--- src/rtl/act_skew_feeder.sv ---
// Diagonal activation skew feeder for the left column of a weight-stationary PE array.
// Optional FEEDER_CNT_EN adds a 16-bit completed-frame counter output.
module act_skew_feeder #(
  parameter int unsigned ROWS   = 4,
  parameter int unsigned DATA_W = 8,
  parameter int unsigned K_MAX  = 16,
  parameter int unsigned CNT_W  = $clog2(K_MAX + 1)
) (
  input  logic                   clk,
  input  logic                   rst,
  input  logic                   clear,
  input  logic                   start,
  input  logic [CNT_W-1:0]       k_len,
  input  logic                   in_valid,
  output logic                   in_ready,
  input  logic [ROWS*DATA_W-1:0] in_data,
  output logic [ROWS*DATA_W-1:0] a_out,
  output logic [ROWS-1:0]        a_valid,
  output logic                   busy,
  output logic                   frame_done
`ifdef FEEDER_CNT_EN
  ,
  output logic [15:0]            frame_cnt
`endif
);

  localparam int unsigned DRN_W = (ROWS > 1) ? $clog2(ROWS) : 1;

  typedef enum logic [1:0] {StIdle, StFeed, StDrain} state_e;

  state_e             state_q, state_d;
  logic [CNT_W-1:0]   k_q, k_d;
  logic [CNT_W-1:0]   vec_q, vec_d;
  logic [DRN_W-1:0]   drn_q, drn_d;
  logic               accept;

  always_ff @(posedge clk or posedge rst) begin
    if (rst) begin
      state_q <= StIdle;
      k_q     <= '0;
      vec_q   <= '0;
      drn_q   <= '0;
    end else begin
      state_q <= state_d;
      k_q     <= k_d;
      vec_q   <= vec_d;
      drn_q   <= drn_d;
    end
  end

  always_comb begin
    state_d    = state_q;
    k_d        = k_q;
    vec_d      = vec_q;
    drn_d      = drn_q;
    in_ready   = 1'b0;
    accept     = 1'b0;
    frame_done = 1'b0;
    unique case (state_q)
      StIdle: begin
        // start with k_len == 0 is dropped; an in_valid in this cycle is never accepted
        if (start && (k_len != '0)) begin
          state_d = StFeed;
          k_d     = (k_len > CNT_W'(K_MAX)) ? CNT_W'(K_MAX) : k_len;
          vec_d   = '0;
        end
      end
      StFeed: begin
        in_ready = 1'b1;
        if (in_valid) begin
          accept = 1'b1;
          vec_d  = vec_q + CNT_W'(1);
          if ((vec_q + CNT_W'(1)) == k_q) begin
            state_d = StDrain;
            drn_d   = '0;
          end
        end
      end
      StDrain: begin
        if (drn_q == DRN_W'(ROWS - 1)) begin
          frame_done = 1'b1;
          state_d    = StIdle;
          vec_d      = '0;
          drn_d      = '0;
        end else begin
          drn_d = drn_q + DRN_W'(1);
        end
      end
      default: state_d = StIdle;
    endcase
    // Flush wins over everything else in the same cycle
    if (clear) begin
      state_d    = StIdle;
      k_d        = '0;
      vec_d      = '0;
      drn_d      = '0;
      accept     = 1'b0;
      frame_done = 1'b0;
    end
  end

  assign busy = (state_q != StIdle);

  // Lane i is an (i+1)-deep shift register; non-accept cycles inject a zero bubble.
  for (genvar i = 0; i < ROWS; i++) begin : g_lane
    logic [DATA_W-1:0] dat_q [i+1];
    logic              val_q [i+1];

    always_ff @(posedge clk or posedge rst) begin
      if (rst) begin
        for (int j = 0; j <= i; j++) begin
          dat_q[j] <= '0;
          val_q[j] <= 1'b0;
        end
      end else if (clear) begin
        for (int j = 0; j <= i; j++) begin
          dat_q[j] <= '0;
          val_q[j] <= 1'b0;
        end
      end else begin
        dat_q[0] <= accept ? in_data[i*DATA_W +: DATA_W] : '0;
        val_q[0] <= accept;
        for (int j = 1; j <= i; j++) begin
          dat_q[j] <= dat_q[j-1];
          val_q[j] <= val_q[j-1];
        end
      end
    end

    assign a_out[i*DATA_W +: DATA_W] = dat_q[i];
    assign a_valid[i]                = val_q[i];
  end

`ifdef FEEDER_CNT_EN
  logic [15:0] frame_cnt_q;

  // Survives clear on purpose: only a hard reset zeroes the frame tally
  always_ff @(posedge clk or posedge rst) begin
    if (rst) begin
      frame_cnt_q <= '0;
    end else if (frame_done) begin
      frame_cnt_q <= frame_cnt_q + 16'd1;
    end
  end

  assign frame_cnt = frame_cnt_q;
`endif

endmodule

--- config.mk ---
export PLATFORM = sky130hd
export DESIGN_NAME = act_skew_feeder
export DESIGN_NICKNAME = d
export VERILOG_FILES = /design/src/rtl/act_skew_feeder.sv
export SDC_FILE = /design/constraint.sdc
export NUM_CORES = 1
export LEC_CHECK = 0
export ABC_AREA = 1
export CORE_MARGIN = 1.5
export CORE_UTILIZATION = 56
export CTS_BUF_LIST = sky130_fd_sc_hd__clkbuf_8
export DETAILED_ROUTE_END_ITERATION = 8
export PLACE_DENSITY = 0.95
export SLEW_MARGIN = 25
export SYNTH_ARGS = -nofsm -noshare
export SYNTH_HDL_FRONTEND = slang
export SYNTH_SLANG_ARGS = --single-unit
--- constraint.sdc ---
create_clock -name clk -period 8.57 [get_ports clk]
set_input_delay 2.571 -clock clk [delete_from_list [all_inputs] [get_ports clk]]
set_output_delay 2.571 -clock clk [all_outputs]
set_load 0.02 [all_outputs]
==> out/metrics.csv <==
metric,value,unit
initial_core_util,0.585,
leading_post_synthesis_cells_by_cell_area,"dfrtp_1, inv_1, nor2_1",
count_of_distinct_cell_types_in_the_synthesized_netlist,22,
final_ws_setup,2.01,ns
violations_in_the_final_reports,design-rule violations,
cts-htree-levels,3,
cap_violations,0,
cts_hold_buf,0,
yosysWarnings,0,
cell_area_after_synthesis,3760,um2
first_pass_grt_wire_length,10600,um
worstPathArrival,3.99,ns
static-leakage-power,2.41,nW
final.setup_skew,0.00842,ns
design.portCount,81,
drt_pre_antenna_iters,6,
cts_tree,built,
vdd_drop_max,0.156,mV
yosys.area.top_type,dfrtp_1,
syn_inst,394,
gp_congestion,0.778,
timing_worst_setup_path_type,in -> out,
portBuffers,80,
critical_path.endpoint_type,primary output,
synth-compound-area-share,0.0206,
clock_tree.root_cell,clkbuf_8,
cts_resized,0,
finalPower,0.938,mW
yosysTopAreaCellShare,0.652,
fin_setup_tns,0,ns
grt_max_degree,57,
worstPathCellList,"buf_2, nor2_1, clkdlybuf4s50_1",
postSynthRegisterBits,98,
ant_nets,0,
drtIter0Drc,123,
final_hold_viol_count,0,
floorplan.die.height,84.9,um
post-route-util,0.729,
rsz_0062_raised_after_global_routing,false,
die_area,7210,um2
tritoncts_num_sinks,98,
antenna_violations_before_repair,0,
final_cells,534,
fillers,445,
start_kind,input port,
areaGrowthSynthToFinish,24.6,%
yosys-mux-area-fraction,0,
dpl.hpwl,4220,um
place_area,4440,um2
routedWlPerCell,11.6,um
r2r_cells,8,
final_setup_fails,0,
crit_slowest_cell,buf_2,
viasPerCell,4.60,
mapped_avg_cell_area,9.54,um2
finalCriticalPeriod,6.56,ns
synth_top_family_by_area,buffers and inverters,
worst-slew-pin-transition,0.971,ns
worst-endpoint-required,6.00,ns
layout_worst_path_cycle_share,0.765,
register_area,2450,um2
globalRouteOverflowTotal,0,
clk-insertion-delay-late,0.35,ns
multiInputGateArea,679,um2
timing.max_slew.rel_slack,0.353,
maximum_count_of_clock_buffers_along_a_single_path,2,
cp_slowest_stage_delay,0.72,ns
cts.clk_slew.worst_paths,0.08,ns
synth_simple_gate_area_share,0.151,
post_synth_fa_ha_maj_area_fraction,0.00666,
insertedDiodeCount,0,
status,finished with violations,
drt_drc_violations_left,3,
cts_setup_buffers,0,
synth.yosys.seq_area_share,0.652,
min_delay_path_depth,2,
worst_slack_placed,2.01,ns
fin_hold_ws,0.461,ns
maxSlewViolCount,0,
finalWirelength,6220,um
die_width,84.9,um
yosys.area_share.xor_xnor,0.00233,
grt_pass1_vias,2460,
dp.cells,518,
count_of_standard_cell_rows,29,
crit_path_max_fanout,56,
cellPowerDensity,200,nW/um2
synth_fp_nets,438,
core_region_area,6420,um2
class_of_the_most_critical_hold_timing_path,reg -> reg,
finish.net_count,496,
groute.usage.overall,0.192,
post-route-cell-area,4680,um2
fmaxAchievable,153,MHz
numCtsBuffers,9,
via_count,2457,
proportion_of_layout_cells_with_a_drive_suffix_above_1,0.0613,
## flip-flops by register name, indices dropped and copies added (netlist names)
name          count
vec_q             5
a_valid           3
g_lane.dat_q     56
a_out            24
g_lane.val_q      1
drn_q             2
state_q           2
k_q               5
## layout make-up
cell class | count | share of cell area
clock inverter | 6 | 0.0238
clock buffer | 10 | 0.0294
tap | 77 | 0.0206
sequential | 98 | 0.524
multi-input combinational | 155 | 0.145
inverter | 107 | 0.0863
timing repair buffer | 81 | 0.171
## synth_stat cells, drive strengths merged
cell    instances
inv           107
dfrtp          98
nor2           91
nand2          32
buf            30
nand3          10
o22ai           7
o21ai           5
clkbuf          4
nand4           4
ha              2
a21oi           1
nor3            1
or2             1
xnor2           1
## kinds of logic (layout without fill, tap and decap cells)
| family | count (synthesis) | after routing |
|---|---|---|
| AO/OA/AOI/OAI | 13 | 13 |
| XOR/XNOR | 1 | 1 |
| adder cells (fa/ha/maj) | 2 | 2 |
| flip-flops | 98 | 98 |
| AND/OR/NAND/NOR | 139 | 139 |
| buffers and inverters | 141 | 204 |
## cell usage in the layout (no fill, tap or decap), types with 2 or more instances in the layout
| cell | Yosys | final |
|---|---|---|
| nand2_2 | 4 | 4 |
| nand4_1 | 4 | 4 |
| inv_1 | 106 | 105 |
| o21ai_0 | 4 | 4 |
| clkdlybuf4s50_1 | 0 | 79 |
| bufinv_16 | 0 | 3 |
| nor2_1 | 89 | 89 |
| nand3_1 | 10 | 10 |
| clkbuf_8 | 0 | 10 |
| ha_1 | 2 | 2 |
| nand2_1 | 28 | 28 |
| dfrtp_1 | 98 | 98 |
| o22ai_1 | 7 | 7 |
## power by group
group / internal, mW / switching (mW) / total [mW]
registers: 0.477 / 0.00836 / 0.486
clock network: 0.202 / 0.151 / 0.354
logic: 0.0419 / 0.0571 / 0.0990
total: 0.722 / 0.217 / 0.938
## critical path, delay by kind of cell
family                 cells  cell delay (ns)
AND/OR/NAND/NOR            1             0.11
buffers and inverters      2             1.30
## final timing paths
kind / start / end / slack, ns
setup / recovery: clear / frame_done / 2.01
min in group asynchronous: rst / a_out[18] / 2.62
hold reg to reg: g_lane[2].dat_q[8] / a_out[16] / 0.46
hold / removal: g_lane[2].dat_q[8] / a_out[16] / 0.46
max in group asynchronous: rst / a_valid[1] / 4.91
setup reg to reg: state_q[0] / vec_q[4] / 6.91
## per-layer routing
metal	vias up	GRT usage	share of wire
met5	-	0	0
met4	0	0.0864	0.016
met3	9	0.0350	0.038
met2	64	0.351	0.55
met1	1172	0.218	0.40
li1	1212	-	-
No activity file was read; power rests on OpenSTA's default activity.
